<file path="src/rtl/hazard_ctrl_pipe_if.sv">
// hazard_ctrl_pipe_if: decode-stage control bus, pipeline-register controls
// and hazard outputs of hazard_ctrl_pipe. The slave modport is the hazard block;
// the master modport is the control unit / datapath side.
interface hazard_ctrl_pipe_if #(
   parameter int CNT_W = 16
);
   // decode-stage controls and E-stage ALU flags
   logic             RegWriteD;
   logic [1:0]       ResultSrcD;
   logic             MemWriteD;
   logic             JumpD;
   logic             BranchD;
   logic             ALUSrcD;
   logic [2:0]       Funct3D;
   logic [4:0]       Rs1D;
   logic [4:0]       Rs2D;
   logic [4:0]       RdD;
   logic             ZeroE;
   logic             LtE;
   // registered controls and hazard results
   logic             ALUSrcE;
   logic             MemWriteM;
   logic             RegWriteM;
   logic             RegWriteW;
   logic [1:0]       ResultSrcW;
   logic [4:0]       RdM;
   logic [4:0]       RdW;
   logic             PCSrcE;
   logic [1:0]       ForwardAE;
   logic [1:0]       ForwardBE;
   logic             StallF;
   logic             StallD;
   logic             FlushD;
   logic             FlushE;
   logic [CNT_W-1:0] StallCnt;
   logic [CNT_W-1:0] FlushCnt;

   modport master (
      output RegWriteD, ResultSrcD, MemWriteD, JumpD, BranchD, ALUSrcD,
             Funct3D, Rs1D, Rs2D, RdD, ZeroE, LtE,
      input  ALUSrcE, MemWriteM, RegWriteM, RegWriteW, ResultSrcW, RdM, RdW,
             PCSrcE, ForwardAE, ForwardBE, StallF, StallD, FlushD, FlushE,
             StallCnt, FlushCnt
   );

   modport slave (
      input  RegWriteD, ResultSrcD, MemWriteD, JumpD, BranchD, ALUSrcD,
             Funct3D, Rs1D, Rs2D, RdD, ZeroE, LtE,
      output ALUSrcE, MemWriteM, RegWriteM, RegWriteW, ResultSrcW, RdM, RdW,
             PCSrcE, ForwardAE, ForwardBE, StallF, StallD, FlushD, FlushE,
             StallCnt, FlushCnt
   );
endinterface

</file>
<file path="src/rtl/hazard_ctrl_pipe.sv">
// hazard_ctrl_pipe: carries decode controls through the E/M/W pipeline
// registers of the 5-stage RV32I core, resolves branches in E and produces
// stall, flush and forwarding selects.
// Optional stall/flush performance counters are built when HAZARD_PERF_CNT_EN
// is defined; otherwise StallCnt/FlushCnt are tied to zero.
module hazard_ctrl_pipe #(
   parameter int CNT_W = 16
) (
   input  logic              clk,
   input  logic              rst_n,
   hazard_ctrl_pipe_if.slave bus
);
   typedef struct packed {
      logic       reg_write;
      logic [1:0] result_src;
      logic       mem_write;
      logic       jump;
      logic       branch;
      logic       alu_src;
      logic [2:0] funct3;
      logic [4:0] rs1;
      logic [4:0] rs2;
      logic [4:0] rd;
   } ctl_t;

   ctl_t       ctl_d;
   ctl_t       ctl_e;
   logic       reg_write_m;
   logic       mem_write_m;
   logic [1:0] result_src_m;
   logic [4:0] rd_m;
   logic       reg_write_w;
   logic [1:0] result_src_w;
   logic [4:0] rd_w;
   logic       br_cond;
   logic       taken;
   logic       pc_src;
   logic       lw_stall;
   logic       stall;
   logic       flush_e;
   logic [1:0] fwd_a;
   logic [1:0] fwd_b;

   // gather the decode-stage control word
   always_comb begin
      ctl_d.reg_write  = bus.RegWriteD;
      ctl_d.result_src = bus.ResultSrcD;
      ctl_d.mem_write  = bus.MemWriteD;
      ctl_d.jump       = bus.JumpD;
      ctl_d.branch     = bus.BranchD;
      ctl_d.alu_src    = bus.ALUSrcD;
      ctl_d.funct3     = bus.Funct3D;
      ctl_d.rs1        = bus.Rs1D;
      ctl_d.rs2        = bus.Rs2D;
      ctl_d.rd         = bus.RdD;
   end

   // E stage: load decode controls, or an all-zero bubble on reset/flush
   always_ff @(posedge clk) begin
      if (!rst_n || flush_e) ctl_e <= '0;
      else                   ctl_e <= ctl_d;
   end

   // M and W stages always advance; reset discards everything in flight
   always_ff @(posedge clk) begin
      if (!rst_n) begin
         reg_write_m  <= 1'b0;
         mem_write_m  <= 1'b0;
         result_src_m <= 2'b00;
         rd_m         <= 5'd0;
         reg_write_w  <= 1'b0;
         result_src_w <= 2'b00;
         rd_w         <= 5'd0;
      end else begin
         reg_write_m  <= ctl_e.reg_write;
         mem_write_m  <= ctl_e.mem_write;
         result_src_m <= ctl_e.result_src;
         rd_m         <= ctl_e.rd;
         reg_write_w  <= reg_write_m;
         result_src_w <= result_src_m;
         rd_w         <= rd_m;
      end
   end

   // branch resolution in E; unsupported funct3 codes never take
   always_comb begin
      br_cond = 1'b0;
      case (ctl_e.funct3)
         3'b000:  br_cond = bus.ZeroE;
         3'b001:  br_cond = ~bus.ZeroE;
         3'b100:  br_cond = bus.LtE;
         3'b101:  br_cond = ~bus.LtE;
         default: br_cond = 1'b0;
      endcase
      taken  = ctl_e.branch & br_cond;
      pc_src = taken | ctl_e.jump;
   end

   // load-use detection; a redirect squashes D, so it wins over the stall
   always_comb begin
      lw_stall = (ctl_e.result_src == 2'b01) && (ctl_e.rd != 5'd0) &&
                 ((ctl_e.rd == bus.Rs1D) || (ctl_e.rd == bus.Rs2D));
      stall    = lw_stall & ~pc_src;
      flush_e  = lw_stall | pc_src;
   end

   // operand forwarding for E: youngest producer (M) beats W, x0 never forwarded
   always_comb begin
      fwd_a = 2'b00;
      fwd_b = 2'b00;
      if (reg_write_m && rd_m != 5'd0 && rd_m == ctl_e.rs1)      fwd_a = 2'b10;
      else if (reg_write_w && rd_w != 5'd0 && rd_w == ctl_e.rs1) fwd_a = 2'b01;
      if (reg_write_m && rd_m != 5'd0 && rd_m == ctl_e.rs2)      fwd_b = 2'b10;
      else if (reg_write_w && rd_w != 5'd0 && rd_w == ctl_e.rs2) fwd_b = 2'b01;
   end

   assign bus.ALUSrcE    = ctl_e.alu_src;
   assign bus.MemWriteM  = mem_write_m;
   assign bus.RegWriteM  = reg_write_m;
   assign bus.RegWriteW  = reg_write_w;
   assign bus.ResultSrcW = result_src_w;
   assign bus.RdM        = rd_m;
   assign bus.RdW        = rd_w;
   assign bus.PCSrcE     = pc_src;
   assign bus.ForwardAE  = fwd_a;
   assign bus.ForwardBE  = fwd_b;
   assign bus.StallF     = stall;
   assign bus.StallD     = stall;
   assign bus.FlushD     = pc_src;
   assign bus.FlushE     = flush_e;

`ifdef HAZARD_PERF_CNT_EN
   logic [CNT_W-1:0] stall_cnt;
   logic [CNT_W-1:0] flush_cnt;

   // saturating event counters, cleared by reset
   always_ff @(posedge clk) begin
      if (!rst_n) begin
         stall_cnt <= '0;
         flush_cnt <= '0;
      end else begin
         if (stall && stall_cnt != {CNT_W{1'b1}})   stall_cnt <= stall_cnt + 1'b1;
         if (flush_e && flush_cnt != {CNT_W{1'b1}}) flush_cnt <= flush_cnt + 1'b1;
      end
   end

   assign bus.StallCnt = stall_cnt;
   assign bus.FlushCnt = flush_cnt;
`else
   assign bus.StallCnt = {CNT_W{1'b0}};
   assign bus.FlushCnt = {CNT_W{1'b0}};
`endif
endmodule
</file>
<file path="src/flat_wrapper.sv">
// flat-port wrapper written by rule: the top's interface ports become plain ports
module hazard_ctrl_pipe_flat 
#(
   parameter int CNT_W = 16
)
  (clk, rst_n, bus_RegWriteD, bus_ResultSrcD, bus_MemWriteD, bus_JumpD, bus_BranchD, bus_ALUSrcD, bus_Funct3D, bus_Rs1D, bus_Rs2D, bus_RdD, bus_ZeroE, bus_LtE, bus_ALUSrcE, bus_MemWriteM, bus_RegWriteM, bus_RegWriteW, bus_ResultSrcW, bus_RdM, bus_RdW, bus_PCSrcE, bus_ForwardAE, bus_ForwardBE, bus_StallF, bus_StallD, bus_FlushD, bus_FlushE, bus_StallCnt, bus_FlushCnt);
  hazard_ctrl_pipe_if #(.CNT_W(CNT_W)) bus_i ();
  input  logic clk;
  input  logic rst_n;
  input wire logic [$bits(bus_i.RegWriteD)-1:0] bus_RegWriteD;
  input wire logic [$bits(bus_i.ResultSrcD)-1:0] bus_ResultSrcD;
  input wire logic [$bits(bus_i.MemWriteD)-1:0] bus_MemWriteD;
  input wire logic [$bits(bus_i.JumpD)-1:0] bus_JumpD;
  input wire logic [$bits(bus_i.BranchD)-1:0] bus_BranchD;
  input wire logic [$bits(bus_i.ALUSrcD)-1:0] bus_ALUSrcD;
  input wire logic [$bits(bus_i.Funct3D)-1:0] bus_Funct3D;
  input wire logic [$bits(bus_i.Rs1D)-1:0] bus_Rs1D;
  input wire logic [$bits(bus_i.Rs2D)-1:0] bus_Rs2D;
  input wire logic [$bits(bus_i.RdD)-1:0] bus_RdD;
  input wire logic [$bits(bus_i.ZeroE)-1:0] bus_ZeroE;
  input wire logic [$bits(bus_i.LtE)-1:0] bus_LtE;
  output wire logic [$bits(bus_i.ALUSrcE)-1:0] bus_ALUSrcE;
  output wire logic [$bits(bus_i.MemWriteM)-1:0] bus_MemWriteM;
  output wire logic [$bits(bus_i.RegWriteM)-1:0] bus_RegWriteM;
  output wire logic [$bits(bus_i.RegWriteW)-1:0] bus_RegWriteW;
  output wire logic [$bits(bus_i.ResultSrcW)-1:0] bus_ResultSrcW;
  output wire logic [$bits(bus_i.RdM)-1:0] bus_RdM;
  output wire logic [$bits(bus_i.RdW)-1:0] bus_RdW;
  output wire logic [$bits(bus_i.PCSrcE)-1:0] bus_PCSrcE;
  output wire logic [$bits(bus_i.ForwardAE)-1:0] bus_ForwardAE;
  output wire logic [$bits(bus_i.ForwardBE)-1:0] bus_ForwardBE;
  output wire logic [$bits(bus_i.StallF)-1:0] bus_StallF;
  output wire logic [$bits(bus_i.StallD)-1:0] bus_StallD;
  output wire logic [$bits(bus_i.FlushD)-1:0] bus_FlushD;
  output wire logic [$bits(bus_i.FlushE)-1:0] bus_FlushE;
  output wire logic [$bits(bus_i.StallCnt)-1:0] bus_StallCnt;
  output wire logic [$bits(bus_i.FlushCnt)-1:0] bus_FlushCnt;
  assign bus_i.RegWriteD = bus_RegWriteD;
  assign bus_i.ResultSrcD = bus_ResultSrcD;
  assign bus_i.MemWriteD = bus_MemWriteD;
  assign bus_i.JumpD = bus_JumpD;
  assign bus_i.BranchD = bus_BranchD;
  assign bus_i.ALUSrcD = bus_ALUSrcD;
  assign bus_i.Funct3D = bus_Funct3D;
  assign bus_i.Rs1D = bus_Rs1D;
  assign bus_i.Rs2D = bus_Rs2D;
  assign bus_i.RdD = bus_RdD;
  assign bus_i.ZeroE = bus_ZeroE;
  assign bus_i.LtE = bus_LtE;
  assign bus_ALUSrcE = bus_i.ALUSrcE;
  assign bus_MemWriteM = bus_i.MemWriteM;
  assign bus_RegWriteM = bus_i.RegWriteM;
  assign bus_RegWriteW = bus_i.RegWriteW;
  assign bus_ResultSrcW = bus_i.ResultSrcW;
  assign bus_RdM = bus_i.RdM;
  assign bus_RdW = bus_i.RdW;
  assign bus_PCSrcE = bus_i.PCSrcE;
  assign bus_ForwardAE = bus_i.ForwardAE;
  assign bus_ForwardBE = bus_i.ForwardBE;
  assign bus_StallF = bus_i.StallF;
  assign bus_StallD = bus_i.StallD;
  assign bus_FlushD = bus_i.FlushD;
  assign bus_FlushE = bus_i.FlushE;
  assign bus_StallCnt = bus_i.StallCnt;
  assign bus_FlushCnt = bus_i.FlushCnt;
  hazard_ctrl_pipe #(.CNT_W(CNT_W)) u_core (.clk(clk), .rst_n(rst_n), .bus(bus_i));
endmodule
</file>
<file path="config.mk">
export PLATFORM = sky130hd
export DESIGN_NAME = hazard_ctrl_pipe_flat
export DESIGN_NICKNAME = d
export VERILOG_FILES = /design/src/rtl/hazard_ctrl_pipe_if.sv /design/src/rtl/hazard_ctrl_pipe.sv /design/src/flat_wrapper.sv
export SDC_FILE = /design/constraint.sdc
export NUM_CORES = 1
export LEC_CHECK = 0
export ABC_AREA = 1
export CAP_MARGIN = 20
export CORE_MARGIN = 4
export CORE_UTILIZATION = 35
export CTS_BUF_LIST = sky130_fd_sc_hd__clkbuf_16
export CTS_CLUSTER_DIAMETER = 40
export DETAILED_ROUTE_END_ITERATION = 16
export PLACE_DENSITY_LB_ADDON = 0.12
export RECOVER_POWER = 100
export SLEW_MARGIN = 5
export SYNTH_ARGS = -nofsm -noshare
export SYNTH_HDL_FRONTEND = slang
export SYNTH_SLANG_ARGS = --single-unit
</file>
<file path="constraint.sdc">
create_clock -name clk -period 1.49 [get_ports clk]
set_input_delay 0.2235 -clock clk [delete_from_list [all_inputs] [get_ports clk]]
set_output_delay 0.2235 -clock clk [all_outputs]
set_load 0.02 [all_outputs]
</file>
==> impl_results.md <==
- Core Rows: 27
- Reg-to-reg setup timing slack: -0.03 ns
- Buffers added on ports: 53
- Post-synth EDFFs: 0
- Initial drt markers: 24
- Die ar.: 7013 µm²
- Top Layer Used: met4
- Met2 routed WL: 2006 µm
- Fraction of the mapped netlist area in simple logic gates: 22.43%
- Fin. Hold Viols: 0
- Internal: 2.078 mW
- Yosys cell types: 22
- Sw Share: 27.09%
- DRC: 0
- Post-synthesis adder-cell area fraction: 0%
- Max VDD drop: 0.0005642 V
- Max Fclk: 612.7 MHz
- First-pass GRT wire length: 6706 µm
- Worst Path Arrival: 1.41 ns
- Antenna diode count: 0
- Yosys top cell by area: dfxtp_1
- Nets: 384
- Core box area: 5540 µm²
- Die height: 83.75 µm
- Combinational share of power: 21.1%
- Final Power: 2.850 mW
- Drt wl/cell: 9.682 µm
- Dominant cells by area after synthesis: dfxtp_1, buf_4, inv_1
- Syn_area_per_cell: 7.607 µm²
- Post-Synth XOR/XNOR Area: 9.595%
- Crit share post-route: 109.5%
- Yosys warnings: 0
- Fin. max-slew vios: 0
- H-tree Lvls: 2
- Reg2reg start: u_core.ctl_e[2]$_SDFF_PP0_
- Count leader, synth: inv_1
- Hold Crit Class: input port to flop
- Clk buf depth: 2
- Post-synthesis sequential area ratio: 41.87%
- WL met3: 338 µm
- Flop pwr share: 43.5%
- CP Launch Type: flop
- CP required: 1.27 ns
- Pin count of the biggest net entering global routing: 13
- Share of the synthesized area in the top cell type: 41.87%
- Via count: 1599
- Crit-path max FO: 4
- Routability cong.: 0.8952
- Root Driver: clkbuf_16
- Vias in the first global route: 1509
- Effective utilization at floorplan: 36.25%
- Cell count after synthesis: 264
- Gr usage total: 11.94%
- HPWL after DPL: 3295 µm
- PwrDens: 932.4 nW/µm²
- Clock Pin Slew Worst Setup and Hold Paths: 0.05 ns
- Worst Setup End Kind: output port
- NetSw: 0.7721 mW
- Endpoints failing setup: 25
- Combinational family with the most area after synthesis: buffers and inverters
- Yosys reg bits: 42
- Worst setup path start: u_core.ctl_e[2]$_SDFF_PP0_
- CTS Sinks: 42
- CP Capture Point: bus_FlushE
- Total negative slack: -0.9862 ns
- Max cap viols: 0
- Die X: 83.75 µm
- DRT Pass-1 Iters: 4
- WL final: 4144 µm
- RR Endpoint: u_core.ctl_e[2]$_SDFF_PP0_
- I/O Pins: 86
- Post-synthesis compound-gate area fraction: 0.8723%
- Synth cell count leaders: inv_1, nand2_1, dfxtp_1, buf_4, nor2_1
- Status: finished with violations
- Async SR Flop Fraction: 0%
- Synthesized area: 2008 µm²
- Inserted Clock Buffers: 5
- DRT antenna net count: 0
- Cells on worst reg2reg path: 10
- RSZ-0062 raised after global routing: true
- Area grow syn2layout: 52.21%
- Antenna violations before repair: 0
- Clock latency reported for the late side of the worst-skew pair: 0.28 ns
- Cell leakage power: 1.704 nW
- Ys flop type: dfxtp_1
- Critical path class: flop to output port
- Clk pwr share: 35.3%
- Failing checks: setup timing
- Final Critical Period: 1.632 ns
- Final Util: 55.17%
- M1 wire length: 1732 µm
- TritonCTS clock tree: yes
- Final setup margin: -0.1422 ns
- Gr ovfl total: 0
- Clock skew: 0.002456 ns
- Share of cells above drive strength 1: 29.49%
- Vias per std cell: 3.736
- Post-synthesis mux area share: 0%
## layout make-up
type,count,area (µm²)
well taps,72,90.09
multi-input cells,159,913.4
fillers,542,2484
clock inverters,3,12.51
flip-flops and latches,42,877.1
clock buffers,5,125.1
repair buffers,91,828.3
inverters,56,210.2
## power by group through the flow
stage          sequential (mW)  combinational (mW)  clock (mW)
5_1_grt                   1.25               0.657        1.09
2_1_floorplan             1.27               0.364           0
6_report                  1.24               0.602        1.01
3_3_place_gp              1.27               0.556           0
3_5_place_dp              1.27               0.559           0
4_1_cts                   1.24               0.575        1.04
## registers in the layout (all words and copies together), names as in the netlist, 2 cells and up
register and count:
u_core.bus.RdW 5, u_core.bus.RdM 5, u_core.ctl_e 24, u_core.result_src_m 2, u_core.bus.ResultSrcW 2
## per-layer routing
metal	global-route usage [%]	up-vias
li1	-	879
met1	14.20	660
met2	19.52	54
met3	4.541	6
met4	4.386	0
met5	0	-
## per-stage QoR
step	hold slack, ns	cells	instance area, µm²	setup WS, ns
6_report	0.3667	428	3057	-0.1422
5_1_grt	0.3910	428	3057	-0.2345
4_1_cts	0.3545	426	2974	-0.1845
3_5_place_dp	0.4023	416	2770	-0.7325
3_3_place_gp	0.3979	416	2770	-0.7444
2_1_floorplan	0.3357	295	2162	-0.06830
## worst min-delay path by stage
stage	cells after the start	slack, ns	end	start
4_1_cts	3	0.35	u_core.ctl_e[5]$_SDFF_PP0_	bus_Rs2D[0]
3_3_place_gp	2	0.40	u_core.bus.ResultSrcW[1]$_SDFF_PN0_	u_core.result_src_m[1]$_SDFF_PN0_
3_5_place_dp	2	0.40	u_core.bus.RegWriteM$_SDFF_PN0_	u_core.ctl_e[24]$_SDFF_PP0_
5_1_grt	3	0.39	u_core.ctl_e[5]$_SDFF_PP0_	bus_Rs2D[0]
2_1_floorplan	2	0.34	u_core.bus.ALUSrcE$_SDFF_PP0_	bus_ALUSrcD
6_report	3	0.37	u_core.ctl_e[5]$_SDFF_PP0_	bus_Rs2D[0]
## worst max-delay path, stage by stage (launching register included)
cell and delay (ns):
dfxtp_2 0.34, buf_6 0.12, nor3_4 0.18, nand3_2 0.10, nand3_2 0.09, inv_2 0.04, nand2_4 0.08, nand2_2 0.05
buf_6 0.12
## cells by family after synthesis
| family | count (synthesis) |
|---|---|
| and+or+nand+nor | 102 |
| other | 1 |
| AOI/OAI and AO/OA | 3 |
| DFF | 42 |
| xor gates and xnor gates | 22 |
| buffers and inverters | 94 |
## what timing repair did
action / 4_1_cts / 5_1_grt
buffers inserted: 2 / 1
resized for setup: 103 / 22
hold buffers: 0 / 0
cloned: 0 / 1
endpoints found under the setup margin: 45 / 34
pin swaps: 18 / 13
## placed cells by master (no fill, tap or decap), types with 2 or more instances in the layout
| cell | count |
|---|---|
| nand2_1 | 40 |
| clkbuf_1 | 2 |
| nand2_2 | 5 |
| conb_1 | 32 |
| nor2_1 | 22 |
| clkbuf_16 | 6 |
| nand3_2 | 4 |
| dfxtp_4 | 8 |
| dlygate4sd2_1 | 22 |
| nand2_4 | 2 |
| dfxtp_2 | 5 |
| clkbuf_4 | 3 |
| buf_12 | 2 |
| nand4_1 | 2 |
| nor4_4 | 2 |
| nor2_2 | 16 |
| clkdlybuf4s50_1 | 21 |
| buf_6 | 8 |
| xor2_1 | 10 |
| dfxtp_1 | 29 |
| inv_1 | 52 |
| inv_2 | 5 |
| buf_4 | 30 |
| nand3_1 | 3 |
| xnor2_2 | 2 |
| xnor2_1 | 10 |
(Power assumes the default switching activity.)
==> RTL change 1, RTL diff (same settings) <==
Add a define of `HAZARD_PERF_CNT_EN`.
--- a/src/rtl/hazard_ctrl_pipe.sv
+++ b/src/rtl/hazard_ctrl_pipe.sv
@@ -4,4 +4,6 @@
 // Optional stall/flush performance counters are built when HAZARD_PERF_CNT_EN
 // is defined; otherwise StallCnt/FlushCnt are tied to zero.
+`define HAZARD_PERF_CNT_EN
+
 module hazard_ctrl_pipe #(
    parameter int CNT_W = 16
Check against the original RTL: not equivalent (Yosys sat finds a counterexample within 4 cycles, from zero or initial values and one cycle with rst_n low).
==> RTL change 1 against the original RTL <==
  * The run still ends with negative setup slack left
  * Clock skew grew 0.0012 ns
  * Cell area grew 100%
  * Sequential cell count grew 32
  * Global-route usage grew 6.3 points
  * Routed wire length grew 140%
  * Combinational power grew 35%
  * Power grew 76%
  * Count of clock-buffer cells in the layout grew 5
  * First-iteration DRC count grew 140%
  * Via count grew 120%
  * Synthesized area grew 79%
  * Worst setup slack lost 0.23 ns
  * Synthesized cell count grew 86%
  * Critical endpoint is now bus_ForwardBE[0]
  * Largest power group unchanged
==> RTL change 1: results (changes against the original RTL) <==
| Metric | Value |
|---|---|
| Part of the power in registers | `41.9% (-1.6 points)` |
| XOR/XNOR share of the synthesized area | `11.7% (+2.1 points)` |
| Clock share of power | `42.0% (+6.7 points)` |
| Final Setup Violations | `64 (+160%)` |
| Placement-stage cell area | `5210 um2 (+88%)` |
| Compound-Gate Fraction of Synth Area | `6.03% (+5.2 points)` |
| Routability congestion estimate from global placement | `0.847 (-5.4%)` |
| First-pass GRT wire length | `17.0 mm (+150%)` |
| CP Data Arrival Time | `1.64 ns (+0.23 ns)` |
| Number of routed nets with antenna violations | `0 (unchanged)` |
| RR Endpoint | `u_core.bus.FlushCnt[3]$_SDFFE_PN0P_` |
| Crit path to | `bus_ForwardBE[0]` |
| Worst Setup SP | `u_core.bus.RdM[1]$_SDFF_PN0_` |
| Initial antenna violation count | `1 (+1)` |
| GR Util met3 | `3.70% (-0.84 points)` |
| PortBufs | `85 (+60%)` |
| Vias | `3,578 (+120%)` |
| TritonRoute pass-1 iters | `4 (unchanged)` |
| Dpl cells | `762 (+83%)` |
| H-tree depth | `3 (+1)` |
| Warnings from Yosys | `0 (unchanged)` |
| Maximum VDD drop | `0.556 mV (-1.4%)` |
| Internal power | `3.71 mW (+79%)` |
| Fin Hold WS | `0.189 ns (-0.178 ns)` |
| Sw Pwr | `1.32 mW (+70%)` |
| Adder-Cell Fraction of Synth Area | `0.697% (+0.70 points)` |
| Share of post-route cells with drive strength above 1 | `36.3% (+6.8 points)` |
| Failing checks | `negative setup slack` |
| Met1 Track Usage GR | `22.8% (+8.6 points)` |
| Nets | `685 (+78%)` |
| R2r startpoint | `u_core.ctl_e[1]$_SDFF_PP0_` |
| # resized after CTS | `182 (+77%)` |
| Setup tns final | `-15.25 ns (-14.26 ns)` |
| HPWL after DPL | `6.88 mm (+110%)` |
| R2R depth | `14 (+4)` |
| Sequential element share of the synthesized area | `41.2% (-0.63 points)` |
| Final cell count without fillers | `793 (+85%)` |
| Total GRT Usage | `18.2% (+6.3 points)` |
| Most common library cells after synthesis | `112 x nand2_1, 74 x dfxtp_1, 71 x inv_1, 57 x nor2_1, 37 x nand3_1` |
| Post-CTS Setup Bufs | `8 (+6)` |
| Status | `complete, but fails checks` |
| Synth top area cells | `dfxtp_1 41%, nand2_1 12%, inv_1 7.4%` |
| PnR worst setup slack | `-0.377 ns (-0.235 ns)` |
| Iteration-0 DRC Markers | `57 (+140%)` |
| Pre-CTS setup slack | `-0.796 ns (-0.0638 ns)` |
| Synth cell types | `27 (+23%)` |
| Drt wl/cell | `12.7 um (+31%)` |
| Clock skew | `0.00368 ns (+0.00122 ns)` |
| Clock latency reported for the late side of the worst-skew pair | `0.33 ns (+0.05 ns)` |
| Pleak | `3.09 nW (+82%)` |
| R2r setup slk | `-0.32 ns (-0.29 ns)` |
| Largest net degree at the start of global routing | `17 (+4)` |
| Mapped Cells | `491 (+86%)` |
| Crit Path Max Fanout | `2 (-2)` |
| M2 GR Usage | `31.0% (+11 points)` |
| TritonCTS Buffers | `9 (+4)` |
[RTL change 1: cell count changes after synthesis, moves of 10 or more]
cell	before	now
dfxtp_1	42	74
nand3_1	7	37
a21oi_2	0	10
nand2_1	46	112
buf_4	35	4
xnor2_1	12	24
a21oi_1	0	22
xor2_1	10	24
nor2_2	10	0
nor2_1	29	57
nor3_1	3	14
inv_1	55	71
[RTL change 1: routing by layer]
metal	part of all wire, %	up-vias
met3	4.1	12
met2	49	73
li1	-	1860
met5	0	-
met1	45	1633
met4	1.6	0
[RTL change 1: area by class of cell]
cell class / instances / area [um2]
clock inverter: 6 / 43.8
antenna: 1 / 2.50
clock buffer: 10 / 250
sequential: 74 / 1520
tap: 133 / 166
fill: 892 / 3740
inverter: 74 / 283
timing repair buffer: 166 / 1620
multi-input combinational: 329 / 2250
[RTL change 1: worst max-delay path, cell delays in order, from the launching register on]
cell and delay, ns:
dfxtp_4 0.33, or2_4 0.25, o41ai_4 0.31, nor3_4 0.09, nor3_4 0.18, buf_6 0.14
==> RTL change 2, RTL diff (config.mk and constraints unchanged) <==
Without the edit above. `CNT_W` is set to 16 in 3 places; all go to 32.
--- a/src/rtl/hazard_ctrl_pipe_if.sv
+++ b/src/rtl/hazard_ctrl_pipe_if.sv
@@ -3,5 +3,5 @@
 // the master modport is the control unit / datapath side.
 interface hazard_ctrl_pipe_if #(
-   parameter int CNT_W = 16
+   parameter int CNT_W = 32
 );
    // decode-stage controls and E-stage ALU flags
--- a/src/rtl/hazard_ctrl_pipe.sv
+++ b/src/rtl/hazard_ctrl_pipe.sv
@@ -5,5 +5,5 @@
 // is defined; otherwise StallCnt/FlushCnt are tied to zero.
 module hazard_ctrl_pipe #(
-   parameter int CNT_W = 16
+   parameter int CNT_W = 32
 ) (
    input  logic              clk,
--- a/src/flat_wrapper.sv
+++ b/src/flat_wrapper.sv
@@ -2,5 +2,5 @@
 module hazard_ctrl_pipe_flat 
 #(
-   parameter int CNT_W = 16
+   parameter int CNT_W = 32
 )
   (clk, rst_n, bus_RegWriteD, bus_ResultSrcD, bus_MemWriteD, bus_JumpD, bus_BranchD, bus_ALUSrcD, bus_Funct3D, bus_Rs1D, bus_Rs2D, bus_RdD, bus_ZeroE, bus_LtE, bus_ALUSrcE, bus_MemWriteM, bus_RegWriteM, bus_RegWriteW, bus_ResultSrcW, bus_RdM, bus_RdW, bus_PCSrcE, bus_ForwardAE, bus_ForwardBE, bus_StallF, bus_StallD, bus_FlushD, bus_FlushE, bus_StallCnt, bus_FlushCnt);
Ports: changed (resized bus_FlushCnt and bus_StallCnt); port bits go from 86 to 118. The function was not compared with the original's and may differ.
==> RTL change 2 against the original RTL <==
  * The run still ends with negative setup slack left
  * Sequential share of layout area decreased by 0.85 points
  * Largest power group unchanged
  * Clock skew rose by 0.0012 ns
  * Critical path type is now in -> out
  * Cell area increased by 2.9%
  * Worst setup slack improved by 0.021 ns
  * Sequential cell count stayed put
  * Synthesized cell count is 12% higher
  * Routed wire length increased by 5.9%
  * Power up 1.2%
  * Synthesized area rose by 12%
==> RTL change 2: results (changes against the original RTL) <==
| Metric | Value |
|---|---|
| Status | `complete, but fails checks` |
| Failing checks | `negative setup slack` |
| Routability congestion estimate from global placement | `0.827 (-7.6%)` |
| Dpl cells | `448 (+7.7%)` |
| Synth top area cells | `dfxtp_1 37%, buf_4 22%, inv_1 9.2%` |
| Routed vias/inst | `3.65 (-2.2%)` |
| Total GRT Usage | `11.1% (-0.81 points)` |
| Pre-CTS setup slack | `-0.692 ns (+0.0408 ns)` |
| Iteration-0 DRC Markers | `38 (+58%)` |
| Placement-stage cell area | `2860 um2 (+3.2%)` |
| CP Data Arrival Time | `1.39 ns (-0.02 ns)` |
| Hold_sp | `bus_Rs2D[4]` |
| Largest net degree at the start of global routing | `18 (+5)` |
| HPWL after DPL | `3.53 mm (+7.0%)` |
| Critical path's slowest cell | `clkdlybuf4s50_1` |
| Internal power | `2.07 mW (-0.54%)` |
| TritonRoute pass-1 iters | `5 (+1)` |
| Worst Setup SP | `bus_Rs2D[3]` |
| PnR worst setup slack | `-0.121 ns (+0.0210 ns)` |
| Pleak | `1.78 nW (+4.4%)` |
| Max stage delay on crit path | `0.50 ns (+0.16 ns)` |
| Final Setup Violations | `30 (+20%)` |
| Vias in the first global route | `1,491 (-1.2%)` |
| Crit path max-delay family | `buffers and inverters` |
| Share of post-route cells with drive strength above 1 | `25.9% (-3.6 points)` |
| Pwr/cell area | `917 nW/um2 (-1.7%)` |
| Maximum VDD drop | `0.559 mV (-0.95%)` |
-- RTL change 2: power by group through the flow --
stage	sequential, mW	clock, mW	combinational (mW)
global route	1.25	1.07	0.716
floorplan	1.27	0	0.498
detailed placement	1.26	0	0.614
global placement	1.26	0	0.613
CTS	1.24	1.02	0.621
finish	1.24	0.987	0.653
-- RTL change 2: final timing paths --
| check | slack, ns | endpoint | cells past startpoint |
|---|---|---|---|
| worst max-delay path | -0.12 | bus_StallF | 7 |
| worst min-delay path | 0.33 | u_core.ctl_e[9]$_SDFF_PP0_ | 3 |
| worst max register to register | -0.05 | u_core.ctl_e[0]$_SDFF_PP0_ | 10 |
| worst min register to register | 0.41 | u_core.bus.ResultSrcW[1]$_SDFF_PN0_ | 2 |
-- RTL change 2: cell type report --
class / count / area share, %
Clock buffer: 5 / 3.98
Sequential cell: 42 / 27.8
Clock inverter: 2 / 0.318
Timing Repair Buffer: 86 / 25.1
Tap cell: 75 / 2.98
Multi-Input combinational cell: 191 / 33.1
Inverter: 56 / 6.68
-- RTL change 2: cells by family after synthesis --
| kind of cell | synth area share [%] |
|---|---|
| DFF | 37.4 |
| xor gates and xnor gates | 8.57 |
| and+or+nand+nor | 20.0 |
| other | 0.167 |
| buffers and inverters | 33.1 |
| AOI/OAI and AO/OA | 0.779 |
-- RTL change 2: repair_timing --
| action | 4_1_cts | 5_1_grt |
|---|---|---|
| gates cloned | 0 | 1 |
| pin swaps | 25 | 20 |
| setup endpoints to repair | 29 | 34 |
| resized for setup | 101 | 23 |
| hold endpoints to repair | 0 | 0 |
| buffers inserted | 0 | 1 |
-- RTL change 2: routing by layer --
layer	part of all wire [%]	global-route usage (%)	vias to the layer above
li1	-	-	898
met1	38	12.7	700
met5	0	0	-
met4	1.0	4.12	0
met3	11	4.23	4
met2	50	18.9	68
